### src/rtl/measure_pkg.sv
`default_nettype none
// +--------------------------------------------------------------------+
// | measure_pkg: XGMII characters, frame layout and state types shared  |
// | by the measurement blocks.            Revision: 1.0                 |
// +--------------------------------------------------------------------+
package measure_pkg;

  localparam logic [7:0] XGMII_START = 8'hFB;
  localparam logic [7:0] XGMII_TERM  = 8'hFD;
  localparam logic [7:0] XGMII_ERROR = 8'hFE;
  localparam logic [7:0] XGMII_IDLE  = 8'h07;

  localparam logic [39:0] MAGIC_CODE_DEFAULT = 40'h4D_45_41_53_52;

  localparam logic [15:0] ETYPE_IPV4 = 16'h0800;
  localparam logic [7:0]  PROTO_UDP  = 8'h11;

  // Word indices counted from the start word (index 0)
  localparam logic [7:0] WORD_ETYPE    = 8'd2;
  localparam logic [7:0] WORD_PROTO    = 8'd3;
  localparam logic [7:0] WORD_IP_HI    = 8'd4;
  localparam logic [7:0] WORD_IP_LO    = 8'd5;
  localparam logic [7:0] WORD_MAGIC    = 8'd6;
  localparam logic [7:0] WORD_TS_LO    = 8'd7;
  localparam logic [7:0] WORD_MIN_TERM = 8'd8;

  typedef enum logic [1:0] {
    ST_IDLE = 2'd0,
    ST_RECV = 2'd1,
    ST_DROP = 2'd2
  } rx_state_t;

  // Bytes from DA through FCS for a terminate in lane `lane` of word `word_idx`
  function automatic logic [15:0] frame_bytes(input logic [7:0] word_idx,
                                              input logic [2:0] lane);
    logic [18:0] full;
    full = (19'(word_idx) - 19'd1) * 19'd8 + 19'(lane);
    return (full > 19'h0FFFF) ? 16'hFFFF : full[15:0];
  endfunction

endpackage
`default_nettype wire

### src/rtl/measure_sec_tick.sv
`default_nettype none
// +--------------------------------------------------------------------+
// | measure_sec_tick: one-cycle tick every SEC_COUNT cycles.            |
// | Revision: 1.0                                                       |
// +--------------------------------------------------------------------+
module measure_sec_tick #(
  parameter int unsigned SEC_COUNT = 156250000
) (
  input  logic clk,
  input  logic rst_n,
  output logic tick
);

  generate
    if (SEC_COUNT <= 1) begin : g_unit
      assign tick = 1'b1;
    end else begin : g_count
      localparam int unsigned CW = $clog2(SEC_COUNT);
      localparam logic [CW-1:0] RELOAD = CW'(SEC_COUNT - 1);
      logic [CW-1:0] count;

      // Count starts at 0 so the first pass is one cycle longer than the reload
      // span, placing the first tick exactly SEC_COUNT cycles after release.
      always_ff @(posedge clk or negedge rst_n) begin
        if (!rst_n) begin
          count <= '0;
        end else if (count == '0) begin
          count <= RELOAD;
        end else begin
          count <= count - 1'b1;
        end
      end

      assign tick = (count == CW'(1));
    end
  endgenerate

endmodule
`default_nettype wire

### src/rtl/rx_measure.sv
`default_nettype none
// +--------------------------------------------------------------------+
// | rx_measure: XGMII RX parser for timestamped test frames, one-way    |
// | latency and per-interval rates.        Revision: 1.0                |
// +--------------------------------------------------------------------+
module rx_measure
  import measure_pkg::*;
#(
  parameter logic [39:0] MAGIC_CODE = MAGIC_CODE_DEFAULT,
  parameter int unsigned SEC_COUNT  = 156250000
) (
  input  logic        sys_clk,
  input  logic        sys_rst_n,
  input  logic [63:0] xgmii_rxd,
  input  logic [7:0]  xgmii_rxc,
  input  logic [31:0] global_counter,
  output logic [31:0] rx_pps,
  output logic [31:0] rx_throughput,
  output logic [23:0] rx_latency,
  output logic [31:0] rx_ipv4_ip
);

  // Magic bytes as they appear on lanes 2..6 (lane 2 in the low byte)
  localparam logic [39:0] MAGIC_LANES = {MAGIC_CODE[7:0], MAGIC_CODE[15:8],
                                         MAGIC_CODE[23:16], MAGIC_CODE[31:24],
                                         MAGIC_CODE[39:32]};

  rx_state_t   state;
  logic [7:0]  word_idx;
  logic [31:0] dst_ip;
  logic [31:0] tx_ts;
  logic [31:0] pps_acc;
  logic [31:0] byte_acc;

  logic        is_start;
  logic        term_found;
  logic [2:0]  term_lane;
  logic        err_found;
  logic        check_fail;
  logic        accept;
  logic        tick;
  logic [31:0] latency;
  logic [15:0] term_bytes;
  logic [31:0] pps_next;
  logic [32:0] byte_sum;
  logic [31:0] byte_next;

  assign is_start = xgmii_rxc[0] && (xgmii_rxd[7:0] == XGMII_START);

  always_comb begin
    term_found = 1'b0;
    term_lane  = 3'd0;
    err_found  = 1'b0;
    for (int l = 7; l >= 0; l--) begin
      if (xgmii_rxc[l] && (xgmii_rxd[8*l +: 8] == XGMII_TERM)) begin
        term_found = 1'b1;
        term_lane  = 3'(l);
      end
    end
    for (int l = 0; l < 8; l++) begin
      if (xgmii_rxc[l] && (xgmii_rxd[8*l +: 8] == XGMII_ERROR)) begin
        err_found = 1'b1;
      end
    end
  end

  always_comb begin
    check_fail = 1'b0;
    case (word_idx)
      WORD_ETYPE: check_fail = ({xgmii_rxd[39:32], xgmii_rxd[47:40]} != ETYPE_IPV4);
      WORD_PROTO: check_fail = (xgmii_rxd[63:56] != PROTO_UDP);
      WORD_MAGIC: check_fail = (xgmii_rxd[55:16] != MAGIC_LANES);
      default:    check_fail = 1'b0;
    endcase
  end

  // All checks sit below the minimum terminate word, so surviving in RECV
  // up to a terminate means every check has already passed.
  assign accept = (state == ST_RECV) && !is_start && term_found && !err_found &&
                  (word_idx >= WORD_MIN_TERM);

  assign latency    = global_counter - tx_ts;
  assign term_bytes = frame_bytes(word_idx, term_lane);

  always_ff @(posedge sys_clk or negedge sys_rst_n) begin
    if (!sys_rst_n) begin
      state      <= ST_IDLE;
      word_idx   <= 8'd0;
      dst_ip     <= 32'd0;
      tx_ts      <= 32'd0;
      rx_latency <= 24'd0;
      rx_ipv4_ip <= 32'd0;
    end else if (is_start) begin
      state    <= ST_RECV;
      word_idx <= 8'd1;
    end else begin
      case (state)
        ST_RECV: begin
          if (word_idx != 8'hFF) begin
            word_idx <= word_idx + 8'd1;
          end
          if (term_found) begin
            state <= ST_IDLE;
            if (accept) begin
              rx_ipv4_ip <= dst_ip;
              rx_latency <= (latency[31:24] == 8'd0) ? latency[23:0] : 24'hFFFFFF;
            end
          end else if (err_found || check_fail) begin
            state <= ST_DROP;
          end else begin
            case (word_idx)
              WORD_IP_HI: dst_ip[31:16] <= {xgmii_rxd[55:48], xgmii_rxd[63:56]};
              WORD_IP_LO: dst_ip[15:0]  <= {xgmii_rxd[7:0], xgmii_rxd[15:8]};
              WORD_MAGIC: tx_ts[31:24]  <= xgmii_rxd[63:56];
              WORD_TS_LO: tx_ts[23:0]   <= {xgmii_rxd[7:0], xgmii_rxd[15:8], xgmii_rxd[23:16]};
              default: ;
            endcase
          end
        end
        ST_DROP: begin
          if (term_found) begin
            state <= ST_IDLE;
          end
        end
        default: state <= ST_IDLE;
      endcase
    end
  end

  measure_sec_tick #(.SEC_COUNT(SEC_COUNT)) u_sec_tick (
    .clk   (sys_clk),
    .rst_n (sys_rst_n),
    .tick  (tick)
  );

  assign pps_next  = (accept && (pps_acc != 32'hFFFFFFFF)) ? pps_acc + 32'd1 : pps_acc;
  assign byte_sum  = {1'b0, byte_acc} + 33'(term_bytes);
  assign byte_next = !accept ? byte_acc : (byte_sum[32] ? 32'hFFFFFFFF : byte_sum[31:0]);

  always_ff @(posedge sys_clk or negedge sys_rst_n) begin
    if (!sys_rst_n) begin
      pps_acc       <= 32'd0;
      byte_acc      <= 32'd0;
      rx_pps        <= 32'd0;
      rx_throughput <= 32'd0;
    end else if (tick) begin
      rx_pps        <= pps_next;
      rx_throughput <= byte_next;
      pps_acc       <= 32'd0;
      byte_acc      <= 32'd0;
    end else begin
      pps_acc  <= pps_next;
      byte_acc <= byte_next;
    end
  end

endmodule
`default_nettype wire

### config.mk
export PLATFORM = sky130hd
export DESIGN_NAME = rx_measure
export DESIGN_NICKNAME = d
export VERILOG_FILES = /design/src/rtl/measure_pkg.sv /design/src/rtl/measure_sec_tick.sv /design/src/rtl/rx_measure.sv
export SDC_FILE = /design/constraint.sdc
export NUM_CORES = 1
export LEC_CHECK = 0
export CORE_MARGIN = 2
export CORE_UTILIZATION = 59
export CTS_CLUSTER_SIZE = 8
export DETAILED_ROUTE_END_ITERATION = 7
export GPL_TIMING_DRIVEN = 0
export MAX_ROUTING_LAYER = met4
export PLACE_DENSITY = 0.86
export SYNTH_ARGS = -nofsm -noshare
export SYNTH_HDL_FRONTEND = slang
export SYNTH_SLANG_ARGS = --single-unit
### constraint.sdc
create_clock -name sys_clk -period 6.7 [get_ports sys_clk]
set_input_delay 1.34 -clock sys_clk [delete_from_list [all_inputs] [get_ports sys_clk]]
set_output_delay 1.34 -clock sys_clk [all_outputs]
set_load 0.02 [all_outputs]
# [After elaboration in Yosys (flattened, before gate mapping)]
# Cells that the tools add are included.
[classes] addsub=7 magnitude_cmp=2 n_eq_ne=33 muxes=41 bitwise=3 n_reduce_logical=36
[ops] op="32-bit two-way mux" count=5
[ops] op="8-bit == test, second input constant" count=17
[ops] op="40-bit by 39-bit inequality test with 1-bit output, second input constant" count=1
[ops] op="32-bit by 16-bit adder with 33-bit output" count=1
[ops] op="32-bit by 1-bit adder with 32-bit output, second input constant" count=1
[ops] op="8-bit by 3-bit == test with 1-bit output, second input constant" count=4
[ops] op="32-bit inequality test, second input constant" count=1
[ops] op="32-bit subtractor" count=1
[ops] op="28-bit by 1-bit == test with 1-bit output, second input constant" count=1
[ops] op="28-bit logical NOT" count=1
[ops] op="28-bit two-way mux" count=1
[ops] op="28-bit by 1-bit subtractor with 28-bit output, second input constant" count=1
[ops] op="24-bit two-way mux" count=1
[ops] op="3-bit two-way mux" count=8
[ops] op="8-bit two-way mux" count=3
[ops] op="1-bit logical AND" count=22
[ops] op="5-bit AND reduction" count=4
[ops] op="19-bit by 16-bit greater-than comparator with 1-bit output, second input constant" count=1
[ops] op="8-bit by 2-bit == test with 1-bit output, second input constant" count=2
[ops] op="1-bit two-way mux" count=16
[ops] op="16-bit two-way mux" count=1
[ops] op="16-bit by 12-bit inequality test with 1-bit output, second input constant" count=1
[ops] op="12-bit by 4-bit adder with 13-bit output" count=1
[ops] op="8-bit by 1-bit subtractor with 9-bit output, second input constant" count=1
[ops] op="18 further kinds" count=26
[word_totals] reg_bits=286 in_bits=106

# [Longest topological paths before layout]
# Gate-level depths: netlist (run 1).
[depth] word_depth=17 ltp_mapped=20

# [Modules after synthesis]
# Synthesis (run 1) repeated with hierarchy kept, for this count alone.
[hier_totals] cells_unflattened=1666 hier_area_um2=15618.7
[modules_own_cells] module="rx_measure" n_inst=1 cells_each=1514 area_each_um2=14082.3 seq_area_each_um2=6456.2
[modules_own_cells] module="measure_sec_tick" n_inst=1 cells_each=152 area_each_um2=1536.5 seq_area_each_um2=700.7

# [Least setup slack after synthesis (run 1)]
# No wires, ideal clock.
[synth_timing] kind="in2reg" from="input port xgmii_rxd[57]" to="register rx_throughput[26]" setup_ns=0.138 t_arrival_ns=4.636 setup_slack_ns=1.927 cell_stages=18 path_cell_list="nand2b_1 > nor3_1 > a21oi_1 > o21bai_1 > a21oi_1 > o21ai_0 > ha_1 > inv_1 > fa_1 > nor2b_1 > o21ai_1 > a21o_1 > a2111oi_2 > nor3_2 > nor4_2 > a31oi_1 > a211oi_1 > a21oi_1"
[synth_via] elab_chain_len=16 word_cells_on_any_way=31 classes_between="add/sub: 2; order compare: 1; eq/ne: 2; mux: 20; reduce/logical: 6"
[synth_lines] item="from (decl)" line_no="rx_measure.sv:14" text="input logic [63:0] xgmii_rxd,"
[synth_lines] item="8-bit == test" line_no="rx_measure.sv:55" text="if (xgmii_rxc[l] && (xgmii_rxd[8*l +: 8] == XGMII_TERM)) begin"
[synth_lines] item="1-bit logical AND" line_no="rx_measure.sv:55"
[synth_lines] item="3-bit two-way mux (8 in series)" line_no="rx_measure.sv:55"
[synth_lines] item="12-bit by 4-bit adder with 13-bit output" line_no="measure_pkg.sv:37" text="full = (19'(word_idx) - 19'd1) * 19'd8 + 19'(lane);"
[synth_lines] item="19-bit by 16-bit greater-than comparator with 1-bit output" line_no="measure_pkg.sv:38" text="return (full > 19'h0FFFF) ? 16'hFFFF : full[15:0];"
[synth_lines] item="16-bit two-way mux" line_no="measure_pkg.sv:38"
[synth_lines] item="32-bit by 16-bit adder with 33-bit output" line_no="rx_measure.sv:137" text="assign byte_sum = {1'b0, byte_acc} + 33'(term_bytes);"
[synth_lines] item="32-bit two-way mux" line_no="rx_measure.sv:138" text="assign byte_next = !accept ? byte_acc : (byte_sum[32] ? 32'hFFFFFFFF : byte_sum[31:0]);"
[synth_lines] item="32-bit two-way mux (*)" line_no="rx_measure.sv:138"
[synth_lines] item="to (signal assigned)" line_no="rx_measure.sv:148" text="rx_throughput <= byte_next;"
[synth_lines] item="to (decl)" line_no="rx_measure.sv:18" text="output logic [31:0] rx_throughput,"
# Every way passes the cells marked *; elsewhere a longest branch is shown, timed or not.
# A chain may end at the register's enable or synchronous reset.

# [Worst setup path after layout (run 1)]
[layout_timing] from="input port xgmii_rxd[63]" to="register rx_throughput[14]"
# The elaborated chain is that of the path after synthesis.

==> results.md, run 1 <==
- Share of layout cells above drive strength 1: 0.07838
- Switching Fraction: 0.2684
- P&R area growth vs syn: 24.96%
- Run status: complete, no violations
- Syn_nets: roughly 1,800
- Final setup violation count: 0
- IO Pins: between 200 and 250
- Count of cell types in the netlist: 76
- Fraction of registers with async set/reset: 1.000
- Worst Path Buf+Inv: 3
- CORE AREA: ~25,000 um2
- Post-DP HPWL: 31,910 um
- Register share of total power: 0.426
- Design area: 19,050 um2
- TritonCTS Buffers: 41
- Root Driver: clkbuf_16
- Row count: between 50 and 60
- Final critical-path required period: 5957 ps
- Most frequent cells in the layout: 286 x dfrtp_1, 265 x nand2_1, 224 x clkdlybuf4s50_1
- Die W: ~160 um
- Clock power share: 0.419
- CP Class: input pin to flop
- Most common cell after layout, fill and taps aside: dfrtp_1
- Post-synth EDFFs: 0
- Clock Sinks: 286
- Largest family of logic cells by synthesized area: simple AND/OR/NAND/NOR gates
- Initial antenna violation count: 2
- CP dominant cell by count: nor3_1
- XOR/XNOR share of the synthesized area: 0.05630
- Fmax: 167.9 MHz
- Sequential area share after synthesis: 0.4695
- TritonCTS clock tree: yes
- Die area: 27,140 um2
- Slew at the pin closest to its max-slew limit: between 900 and 1000 ps
- Max stage delay on crit path: 800 ps
- CTS H-Tree Depth: 2
- Max-slew violations: 0
- Clk buf depth: 3
- Post-synthesis adder-cell area fraction: 0.04859
- Post-CTS setup buffers: 0
- Worst path slowest cell: nor3_1
- Worst setup margin: 743.0 ps
- #FFs+latches synth: around 290
- Worst-skew pair later-pin latency: between 500 and 600 ps
- Critical-path maximum fanout: 10
- Gr ovfl total: 0
- Die height: between 150 and 200 um
- Final Hold Viols: 0
- Max IR drop VDD: 0.2068 mV
- Drt first pass iters: 6
- Share of the synthesized area in the top cell type: 0.4695
- Worst slew margin: 0.3384
- DP Area: about 18,000 um2
- Post-Syn Area: ~15,000 um2
- Largest net degree at the start of global routing: between 100 and 150
- P_int: 3.158 mW
- Hold_buf cts: 0
- Crit-path leading delay family: simple AND/OR/NAND/NOR gates
- Pwr Density: 226.6 nW/um2
- Cells after Synth: roughly 1,600
- Synth area leader: dfrtp_1
- YS warnings: 0
- Via count: roughly 14,000
- Initial Util: 0.6036
- Crit share post-route: 0.8891
- Initial DRC count: 1,141
- Crit path DAT: between 6000 and 7000 ps
- Synth Area in Simple Gates: 0.2171
- Clk slew on worst S/H paths: about 50 ps
- Primary FF master, synth: dfrtp_1
- Synth Area in Compound Gates: 0.1289
- Post-layout util: 0.7543
- Post-synthesis mux area share: 0.03997
- Area contributors post-synth: dfrtp_1 47%, nand2_1 6.5%, ha_1 4.6%, xnor2_1 3.7%, o21ai_0 3.6%
- Gate power share: 0.155
- Net Sw Power: around 1.2 mW
- Crit path capture type: flop
- Final Skew: approximately 22 ps
- Synthesized area per cell: ~9.4 um2
- Routed WL per cell: 19.60 um
- Final WL: 43,780 um
- Nets@finish: between 2,000 and 2,500
- Gpl congestion: roughly 0.96
- Lkg Pwr: 8.766 nW
- First-pass GRT wire length: ~70,000 um
- Worst-path cell chain: clkdlybuf4s50_1, nand4_1, nor3_1, a21oi_1, o21bai_1, a21oi_1, o21ai_0, ha_1, inv_1, fa_1, nor2b_1, o21ai_1, a21o_1, a2111oi_2, nor3_2, nor3_1, buf_2, nor3_1, o31ai_1
- Fin Hold WS: ~450 ps
- Post-Place Worst Slack: between 300 and 400 ps
- Vias per cell: about 6
- Vias in the first global route: about 14,000
- GRT Total Usage: 0.3389
- Hold Crit Class: flop to flop
- Startpoint Class: input pin
- Drt drc: 0
- RSZ-0062 raised after global routing: no
- PortBufs: around 230
- # Max-Cap Violations: 0
- CTS resizes: 0
- WP data required: about 7100 ps
- Design Power: 4.317 mW
- Number of routed nets with antenna violations: 0
[cells by family after synthesis]
group | after synthesis
simple gates | 691
compound gates | 306
flops | 286
buf+inv | 141
xor+xnor | 98
fa+ha+maj | 58
mux | 48
[state kept, by name, indices dropped and copies added, names as in the netlist]
register	flops
byte_acc	32
dst_ip	32
pps_acc	32
rx_ipv4_ip	32
rx_latency	24
rx_pps	32
rx_throughput	32
state	2
tx_ts	32
u_sec_tick.g_count.count	28
word_idx	8
[Yosys cell counts, drive strengths merged (3+ instances only)]
| master | number |
|---|---|
| nand3 | 54 |
| or3 | 12 |
| mux2i | 5 |
| nor2b | 10 |
| o21a | 9 |
| a21oi | 60 |
| nand3b | 4 |
| nor3 | 51 |
| and2 | 13 |
| o21ai | 119 |
| nor2 | 144 |
| nand4 | 33 |
| clkbuf | 36 |
| o211ai | 8 |
| a211oi | 5 |
| nand4b | 3 |
| mux2 | 43 |
| nor4b | 10 |
| nand2b | 12 |
| a311oi | 4 |
| and4 | 8 |
| a2111oi | 6 |
| xor2 | 34 |
| or4 | 7 |
| dfrtp | 286 |
| nor4 | 25 |
| o22a | 24 |
| o21bai | 8 |
| ha | 56 |
| and3 | 24 |
| nor3b | 5 |
| inv | 71 |
| or2 | 4 |
| a21o | 14 |
| a31o | 3 |
| o31ai | 15 |
| nand2 | 268 |
| a31oi | 8 |
| xnor2 | 64 |
| buf | 34 |
| o22ai | 6 |
[path summary, 6_finish.rpt]
| path | from | end | slack, ps | cells past startpoint |
|---|---|---|---|---|
| hold / removal | dst_ip[19] | rx_ipv4_ip[19] | 450 | 2 |
| setup / recovery | xgmii_rxd[63] | rx_throughput[14] | 740 | 19 |
| hold reg to reg | dst_ip[19] | rx_ipv4_ip[19] | 450 | 2 |
| setup reg to reg | word_idx[0] | rx_throughput[14] | 1660 | 18 |
| min in group asynchronous | sys_rst_n | rx_latency[7] | 750 | 1 |
| max in group asynchronous | sys_rst_n | rx_pps[23] | 4940 | 2 |
[routing by layer]
layer  up-vias  track usage  routed length, um
met4         0       0.1352               1723
met3       132      0.04646               2800
li1       6226            -                  -
met1      6584       0.4300              18080
met5         -            -                  0
met2       565       0.5546              21170
[final cells by class]
cell class              instances  area, um2
multi-input cells            1201       7482
well taps                     330      412.9
plain buffers                  70      339.1
flip-flops and latches        286       7157
clock buffers                  43       1033
inverters                      71      266.5
fillers                      1772       6205
diodes                          2      5.005
clock inverters                 3      41.29
repair buffers                227       2312
[through the flow]
stage	setup TNS, ps	std cells
floorplan	0	1628
global placement	-2165390	2183
detailed placement	0	2185
CTS	0	2231
global route	0	2233
finish	0	2233
[worst min-delay path, stage by stage, from the launching register on]
cell	delay (ps)
dfrtp_1	330
nand2_1	50
nand2_1	50
[power by group through the flow]
stage | clock [mW] | sequential, mW | combinational [mW]
3_3_place_gp | 0 | 1.86 | 0.640
5_1_grt | 1.91 | 1.85 | 0.742
6_report | 1.81 | 1.84 | 0.669
3_5_place_dp | 0 | 1.87 | 0.656
4_1_cts | 1.82 | 1.84 | 0.665
2_1_floorplan | 0 | 1.87 | 0.394
(Power assumes the default switching activity.)
==> inputs of run 2 (changes only) <==
--- a/config.mk
+++ b/config.mk
@@ -5,9 +5,10 @@
 export SDC_FILE = /design/constraint.sdc
 export NUM_CORES = 1
 export LEC_CHECK = 0
+export ABC_AREA = 1
 export CORE_MARGIN = 2
-export CORE_UTILIZATION = 59
-export CTS_CLUSTER_SIZE = 8
+export CORE_UTILIZATION = 60
+export CTS_CLUSTER_SIZE = 28
 export DETAILED_ROUTE_END_ITERATION = 7
 export GPL_TIMING_DRIVEN = 0
 export MAX_ROUTING_LAYER = met4
==> run 2 against run 1 <==
  * Power fell by 2.1%
  * Critical path depth rose by 2
  * Final area rose by 13%
  * Highest routed layer unchanged
  * Register-to-register slack improved by 680 ps
  * First-iteration DRC count rose by 55%
  * Sequential power fell by 4%
  * Core utilization fell by 0.57 points
  * Largest cell class unchanged
==> results.md, run 2 <==
- Worst slew margin: 0.3862 (+0.04781)
- Final WL: 58,110 um (+33%)
- Run status: complete, no violations
- Root Driver: clkbuf_16
- Die area: 30,610 um2 (+13%)
- Register Area: 7157 um2 (unchanged)
- Final Skew: 13.05 ps (-8.951 ps)
- Post-Syn Area: 17,530 um2 (+15%)
- Worst-path cell chain: clkdlybuf4s50_1, nand2_1, nor2_1, nand3_1, o21ai_0, a21boi_0, o21ai_0, a21o_1, ha_1, inv_1, fa_1, o21ai_2, nand2_1, nand2_2, nand3_2, nand2_2, nand2_1, buf_2, nand3_1, nand2_1, a31oi_1
- Max-slew violations: 0 (unchanged)
- TritonCTS Buffers: 30 (-27%)
- Fmax: 210.0 MHz (+25%)
- Worst setup margin: 1939 ps (+1196 ps)
- Final Hold Viols: 0 (unchanged)
- Clock Sinks: 286 (unchanged)
- P&R area growth vs syn: 22.54%
- Share of the synthesized area in the top cell type: 0.4082 (-0.06130)
- Share of layout cells above drive strength 1: 0.04849 (-0.02989)
- Crit share post-route: 0.7106 (-0.1785)
- Register share of total power: 0.418 (-0.008)
- Lkg Pwr: 11.29 nW (+29%)
- Worst path slowest cell: clkdlybuf4s50_1
- Post-Place Worst Slack: 1451 ps (+1087 ps)
- Max stage delay on crit path: 640 ps (-160 ps)
- GRT Total Usage: 0.3918 (+0.05282)
- Largest net degree at the start of global routing: 110 (-14%)
- IO Pins: 226 (unchanged)
- Initial antenna violation count: 0 (-2)
- CP Class: input pin to flop
- Switching Fraction: 0.2528 (-0.01559)
- Clk slew on worst S/H paths: 60 ps (about the same)
- RSZ-0062 raised after global routing: no
- Worst Path Buf+Inv: 3 (unchanged)
- Crit-path leading delay family: simple AND/OR/NAND/NOR gates
- Post-DP HPWL: 44,560 um (+40%)
- CORE AREA: 28,700 um2 (+14%)
- Routed WL per cell: 18.34 um (-6.4%)
- Drt first pass iters: 6 (unchanged)
- CTS resizes: 0 (unchanged)
- Fill cell count: 2,203 (+24%)
- Initial DRC count: 1,767 (+55%)
- Initial Util: 0.6109 (+0.007252)
- Final critical-path required period: 4761 ps (-1196 ps)
- Multi-input gate area: 8827 um2 (+18%)
- Synthesized area per cell: 7.011 um2 (-25%)
- # Max-Cap Violations: 0 (unchanged)
- First-pass GRT wire length: 92,280 um (+32%)
- Gpl congestion: 1.019 (+5.9%)
- PortBufs: 225 (unchanged)
- Fraction of registers with async set/reset: 1.000 (unchanged)
- Area contributors post-synth: dfrtp_1 41%, nand2_1 19%, inv_1 6.3%, nor2_1 6.0%, ha_1 4.0%
- CTS H-Tree Depth: 1 (-1)
- Final setup violation count: 0 (unchanged)
- Cells after Synth: 2,501 (+54%)
- Net Sw Power: 1.068 mW (-7.8%)
- Sequential area share after synthesis: 0.4082 (-0.06130)
- Primary FF master, synth: dfrtp_1
- Gate power share: 0.120 (-0.035)
- Crit path capture type: flop
- Most common cell after layout, fill and taps aside: nand2_1
- Vias in the first global route: 17,750 (+31%)
- Via count: 17,950 (+33%)
- Top post-synthesis cells by count: 892 x nand2_1, 296 x inv_1, 286 x dfrtp_1, 280 x nor2_1, 131 x nand3_1
- Row count: 62 (+6.9%)
- Post-synth EDFFs: 0 (unchanged)
- Worst-skew pair later-pin latency: 570 ps (+40 ps)
- Post-layout util: 0.7486 (-0.005705)
- Pwr Density: 196.6 nW/um2 (-13%)
- Drt drc: 0 (unchanged)
- Die W: 175.0 um (+6.2%)
- Hold Crit Class: flop to flop
- Most frequent cells in the layout: 892 x nand2_1, 296 x inv_1, 286 x dfrtp_1
- Setup TNS: 0 ps (unchanged)
- Nets@finish: 2,924 (+42%)
- Startpoint Class: input pin
- WP data required: 7170 ps (+30 ps)
- YS warnings: 0 (unchanged)
- Vias per cell: 5.666 (-6.3%)
- Count of cell types in the netlist: 46 (-39%)
- Gr ovfl total: 0 (unchanged)
- Slew at the pin closest to its max-slew limit: 917.3 ps (-50.09 ps)
- N_diodes: 0 (-2)
- Most frequent cell after synthesis: nand2_1
- Fin Hold WS: 472.3 ps (+18.44 ps)
- TritonCTS clock tree: yes
- Die height: 175.0 um (+6.2%)
- Synth area leader: dfrtp_1
- Max IR drop VDD: 0.1972 mV (-4.6%)
- CP dominant cell by count: nand2_1
- Clk buf depth: 3 (unchanged)
- Design area: 21,490 um2 (+13%)
- Syn_nets: 2,665 (+49%)
- Post-CTS setup buffers: 0 (unchanged)
- Clock power share: 0.462 (+0.043)
- Number of routed nets with antenna violations: 0 (unchanged)
- Crit path DAT: 5230 ps (-1170 ps)
- P_int: 3.157 mW (about the same)
- #FFs+latches synth: 286 (unchanged)
- DP Area: 20,330 um2 (+13%)
- Critical-path maximum fanout: 10 (unchanged)
- Hold_buf cts: 0 (unchanged)
-- run 2: cell count changes after synthesis, moves of 29 or more --
cell | previous run | this run
a21oi_1 | 59 | 88
inv_1 | 71 | 296
nand2_1 | 265 | 892
nand3_1 | 54 | 131
nand4_1 | 33 | 103
nor2_1 | 144 | 280
o21ai_0 | 111 | 54
xnor2_1 | 64 | 10
-- run 2: logic make-up after synthesis --
logic type | count (synthesis) | share of synthesized area
and+or+nand+nor | 1504 | 0.3632
buffers and inverters | 377 | 0.08841
DFF | 286 | 0.4082
AOI/OAI and AO/OA | 207 | 0.06308
xor gates and xnor gates | 69 | 0.03489
adders and majority gates | 58 | 0.04224
-- run 2: cell type report --
class,count,area share
flip-flops and latches,286,0.3331
multi-input cells,1838,0.4108
clock buffers,40,0.04047
well taps,384,0.02236
plain buffers,77,0.01974
inverters,300,0.05241
repair buffers,227,0.1076
clock inverters,16,0.01351
-- run 2: per-layer routing --
layer / vias up / track usage / wire length (um)
met4: 0 / 0.1448 / 2407
met5: - / - / 0
li1: 8484 / - / -
met1: 8523 / 0.4849 / 23610
met3: 155 / 0.05244 / 3799
met2: 789 / 0.6589 / 28300
-- run 2: path summary, 6_finish.rpt --
check | startpoint | slack [ps] | cells after the start | to
worst min register to register | tx_ts[30] | 470 | 2 | tx_ts[30]
min in group asynchronous | sys_rst_n | 840 | 1 | rx_ipv4_ip[1]
worst max-delay path | xgmii_rxd[63] | 1940 | 21 | rx_throughput[12]
worst max register to register | word_idx[0] | 2340 | 18 | rx_throughput[12]
worst min-delay path | tx_ts[30] | 470 | 2 | tx_ts[30]
max in group asynchronous | sys_rst_n | 4480 | 3 | pps_acc[22]
-- run 2: worst min-delay path: stages (launching register included) --
cell     delay (ps)
dfrtp_1         340
nand2_1          50
nand2_1          50
-- run 2: power by group through the flow --
stage | Combinational, mW | Sequential (mW) | Clock, mW
detailed placement | 0.493 | 1.80 | 0
CTS | 0.498 | 1.77 | 1.95
finish | 0.507 | 1.77 | 1.95
global placement | 0.476 | 1.80 | 0
floorplan | 0.288 | 1.80 | 0
global route | 0.561 | 1.77 | 2.02
-- run 2: through the flow --
| step | std cells | power (mW) |
|---|---|---|
| 3_3_place_gp | 3110 | 2.275 |
| 2_1_floorplan | 2501 | 2.086 |
| 3_5_place_dp | 3112 | 2.291 |
| 4_1_cts | 3168 | 4.215 |
| 6_report | 3168 | 4.225 |
| 5_1_grt | 3168 | 4.352 |
==> inputs of run 3 (changes only) <==
--- a/config.mk
+++ b/config.mk
@@ -7,12 +7,12 @@
 export LEC_CHECK = 0
 export ABC_AREA = 1
 export CORE_MARGIN = 2
-export CORE_UTILIZATION = 60
+export CORE_UTILIZATION = 51
 export CTS_CLUSTER_SIZE = 28
 export DETAILED_ROUTE_END_ITERATION = 7
 export GPL_TIMING_DRIVEN = 0
 export MAX_ROUTING_LAYER = met4
-export PLACE_DENSITY = 0.86
+export PLACE_DENSITY = 0.77
 export SYNTH_ARGS = -nofsm -noshare
 export SYNTH_HDL_FRONTEND = slang
 export SYNTH_SLANG_ARGS = --single-unit
==> constraint.sdc (replaced) <==
create_clock -name sys_clk -period 4.2 [get_ports sys_clk]
set_input_delay 0.84 -clock sys_clk [delete_from_list [all_inputs] [get_ports sys_clk]]
set_output_delay 0.84 -clock sys_clk [all_outputs]
set_load 0.02 [all_outputs]
==> run 3 against run 2 <==
  * Clock power increased by 39%
  * Wire length decreased by 3.8%
  * Sequential power increased by 59%
  * Via count decreased by 3.0%
  * Largest cell class unchanged
==> results.md, run 3 (same netlist as run 2, synthesis figures left out) <==
- Run status: complete, no violations
- CP Class: input pin to flop
- Initial Util: 0.5203 (-0.09059)
- Share of layout cells above drive strength 1: 0.05165 (+0.003159)
- Pwr Density: 295.1 nW/um2 (+50%)
- CP dominant cell by count: nand2_1
- Worst-path cell chain: clkdlybuf4s50_1, nand2_1, nor2_1, nand3_1, o21ai_0, a21boi_0, o21ai_1, a21o_1, ha_1, inv_1, fa_1, o21ai_2, nand2_1, nand2_2, nand3_2, nand2_4, nand2_1, nor2_4, nand3_4, buf_6, nand3_1, nand2_1, nand2_1
- Routed WL per cell: 17.27 um (-5.9%)
- Initial DRC count: 1,356 (-23%)
- Slew at the pin closest to its max-slew limit: 965.4 ps (+48.09 ps)
- RSZ-0062 raised after global routing: no
- Nets@finish: 2,927 (+0.10%)
- TritonCTS clock tree: yes
- TritonCTS Buffers: 31 (+3.3%)
- Drt first pass iters: 6 (unchanged)
- Worst path slowest cell: clkdlybuf4s50_1
- Most frequent cells in the layout: 891 x nand2_1, 296 x inv_1, 286 x dfrtp_1
- Final setup violation count: 0 (unchanged)
- GRT Total Usage: 0.3226 (-0.06912)
- Row count: 67 (+8.1%)
- Crit path capture type: flop
- Hold Crit Class: input pin to async pin
- Worst slew margin: 0.3541 (-0.03218)
- P&R area growth vs syn: 22.33%
- WP data required: 4720 ps (-2450 ps)
- Clk slew on worst S/H paths: 60 ps (about the same)
- Drt drc: 0 (unchanged)
- Max stage delay on crit path: 550 ps (-90 ps)
- Max-slew violations: 0 (unchanged)
- Root Driver: clkbuf_16
- Die W: 189.4 um (+8.3%)
- Post-DP HPWL: 43,670 um (-2.0%)
- Crit share post-route: 0.9455
- Vias in the first global route: 16,870 (-4.9%)
- Gr ovfl total: 0 (unchanged)
- Die height: 189.4 um (+8.3%)
- Fin Hold WS: 358.2 ps (-114.1 ps)
- Final critical-path required period: around 4000 ps
- CORE AREA: 33,700 um2 (+17%)
- Final WL: 55,880 um (-3.8%)
- Worst Path Buf+Inv: 3 (unchanged)
- Lkg Pwr: 11.25 nW (-0.34%)
- Fmax: 251.8 MHz
- IO Pins: 226 (unchanged)
- First-pass GRT wire length: 89,140 um (-3.4%)
- Crit path DAT: 4490 ps (-740 ps)
- Design Power: 6.331 mW (+50%)
- Via count: 17,410 (-3.0%)
- Final Hold Viols: 0 (unchanged)
- Vias per cell: 5.380 (-5.0%)
- Worst-skew pair later-pin latency: 580 ps (about the same)
- Largest net degree at the start of global routing: 126 (+15%)
- Clk buf depth: 3 (unchanged)
- Critical-path maximum fanout: 10 (unchanged)
- Startpoint Class: input pin
- # Max-Cap Violations: 0 (unchanged)
- Max IR drop VDD: 0.3218 mV (+63%)
- CTS H-Tree Depth: 1 (unchanged)
- Number of routed nets with antenna violations: 0 (unchanged)
- Initial antenna violation count: 0 (unchanged)
- PortBufs: 225 (unchanged)
- N_diodes: 0 (unchanged)
- Gpl congestion: 0.9797 (-3.8%)
- Final Skew: 9.554 ps (-3.491 ps)
- Die area: 35,880 um2 (+17%)
- Clock Sinks: 286 (unchanged)
- Most common cell after layout, fill and taps aside: nand2_1
- Crit-path leading delay family: simple AND/OR/NAND/NOR gates
- Post-layout util: 0.6365 (-0.1121)
run 3: changes by cell type in the layout (fill, tap and decap cells not counted), moves of 4 or more:
cell and delta:
clkinv_4 +4, clkbuf_8 -5, bufinv_16 -6, clkinv_2 +7
run 3: what timing repair did:
item | CTS | global route
hold endpoints to repair | 0 | 0
resized for setup | 1 | 7
hold buffers | 0 | 0
pin swaps | 0 | 1
endpoints found under the setup margin | 27 | 55
setup buffers | 0 | 2
run 3: layer usage:
metal / track usage / share of wire / vias up
met1: 0.4231 / 0.44 / 8185
li1: - / - / 8501
met2: 0.5077 / 0.46 / 588
met4: 0.1237 / 0.042 / 0
met5: - / 0 / -
met3: 0.04801 / 0.066 / 137
run 3: worst register-to-register path, stage by stage, from the launching register on:
cell and delay (ps):
dfrtp_1 450, inv_1 180, ha_1 250, nand2_1 120, nor2_2 410, inv_1 240
o21ai_0 190, inv_1 100, fa_1 450, o21ai_2 200, nand2_1 90, nand2_2 100
nand3_2 90, nand2_4 130, nand2_1 110, nor2_4 150, nand3_4 150, buf_6 190
nand3_1 80, nand2_1 80, nand2_1 70
run 3: report_power, final:
| part | internal [mW] | switching (mW) |
|---|---|---|
| clock | 1.50 | 1.21 |
| combinational | 0.307 | 0.494 |
| sequential | 2.79 | 0.0288 |
| total | 4.60 | 1.73 |
run 3: layout make-up:
class	instances	area, um2
fill	3098	12250
sequential	286	7157
tap	448	560.5
multi-input combinational	1838	8845
buffer	77	424.2
clock buffer	33	793.3
timing repair buffer	229	2332
clock inverter	25	212.7
inverter	300	1126
run 3: final timing paths:
path                                              from                           to  slack [ps]  depth (start not counted)
setup / recovery                         xgmii_rxd[59]            rx_throughput[21]         230                         23
hold reg to reg            u_sec_tick.g_count.count[0]  u_sec_tick.g_count.count[0]         460                          1
hold / removal                               sys_rst_n                rx_ipv4_ip[1]         360                          1
min in group sys_clk       u_sec_tick.g_count.count[0]  u_sec_tick.g_count.count[0]         460                          1
max in group asynchronous                    sys_rst_n                  pps_acc[24]        2500                          3
setup reg to reg                           word_idx[0]            rx_throughput[21]         300                         20
run 3: stage by stage:
| step | cell area [um2] | worst slack (ps) | TNS, ps | cells |
|---|---|---|---|---|
| 4_1_cts | 21420 | 42.66 | 0 | 3234 |
| 2_1_floorplan | 17530 | 743.5 | 0 | 2501 |
| 6_report | 21450 | 229.0 | 0 | 3236 |
| 5_1_grt | 21450 | 30.00 | 0 | 3236 |
| 3_5_place_dp | 20410 | -562.8 | -24680 | 3176 |
| 3_3_place_gp | 20350 | -9852 | -2820990 | 3174 |
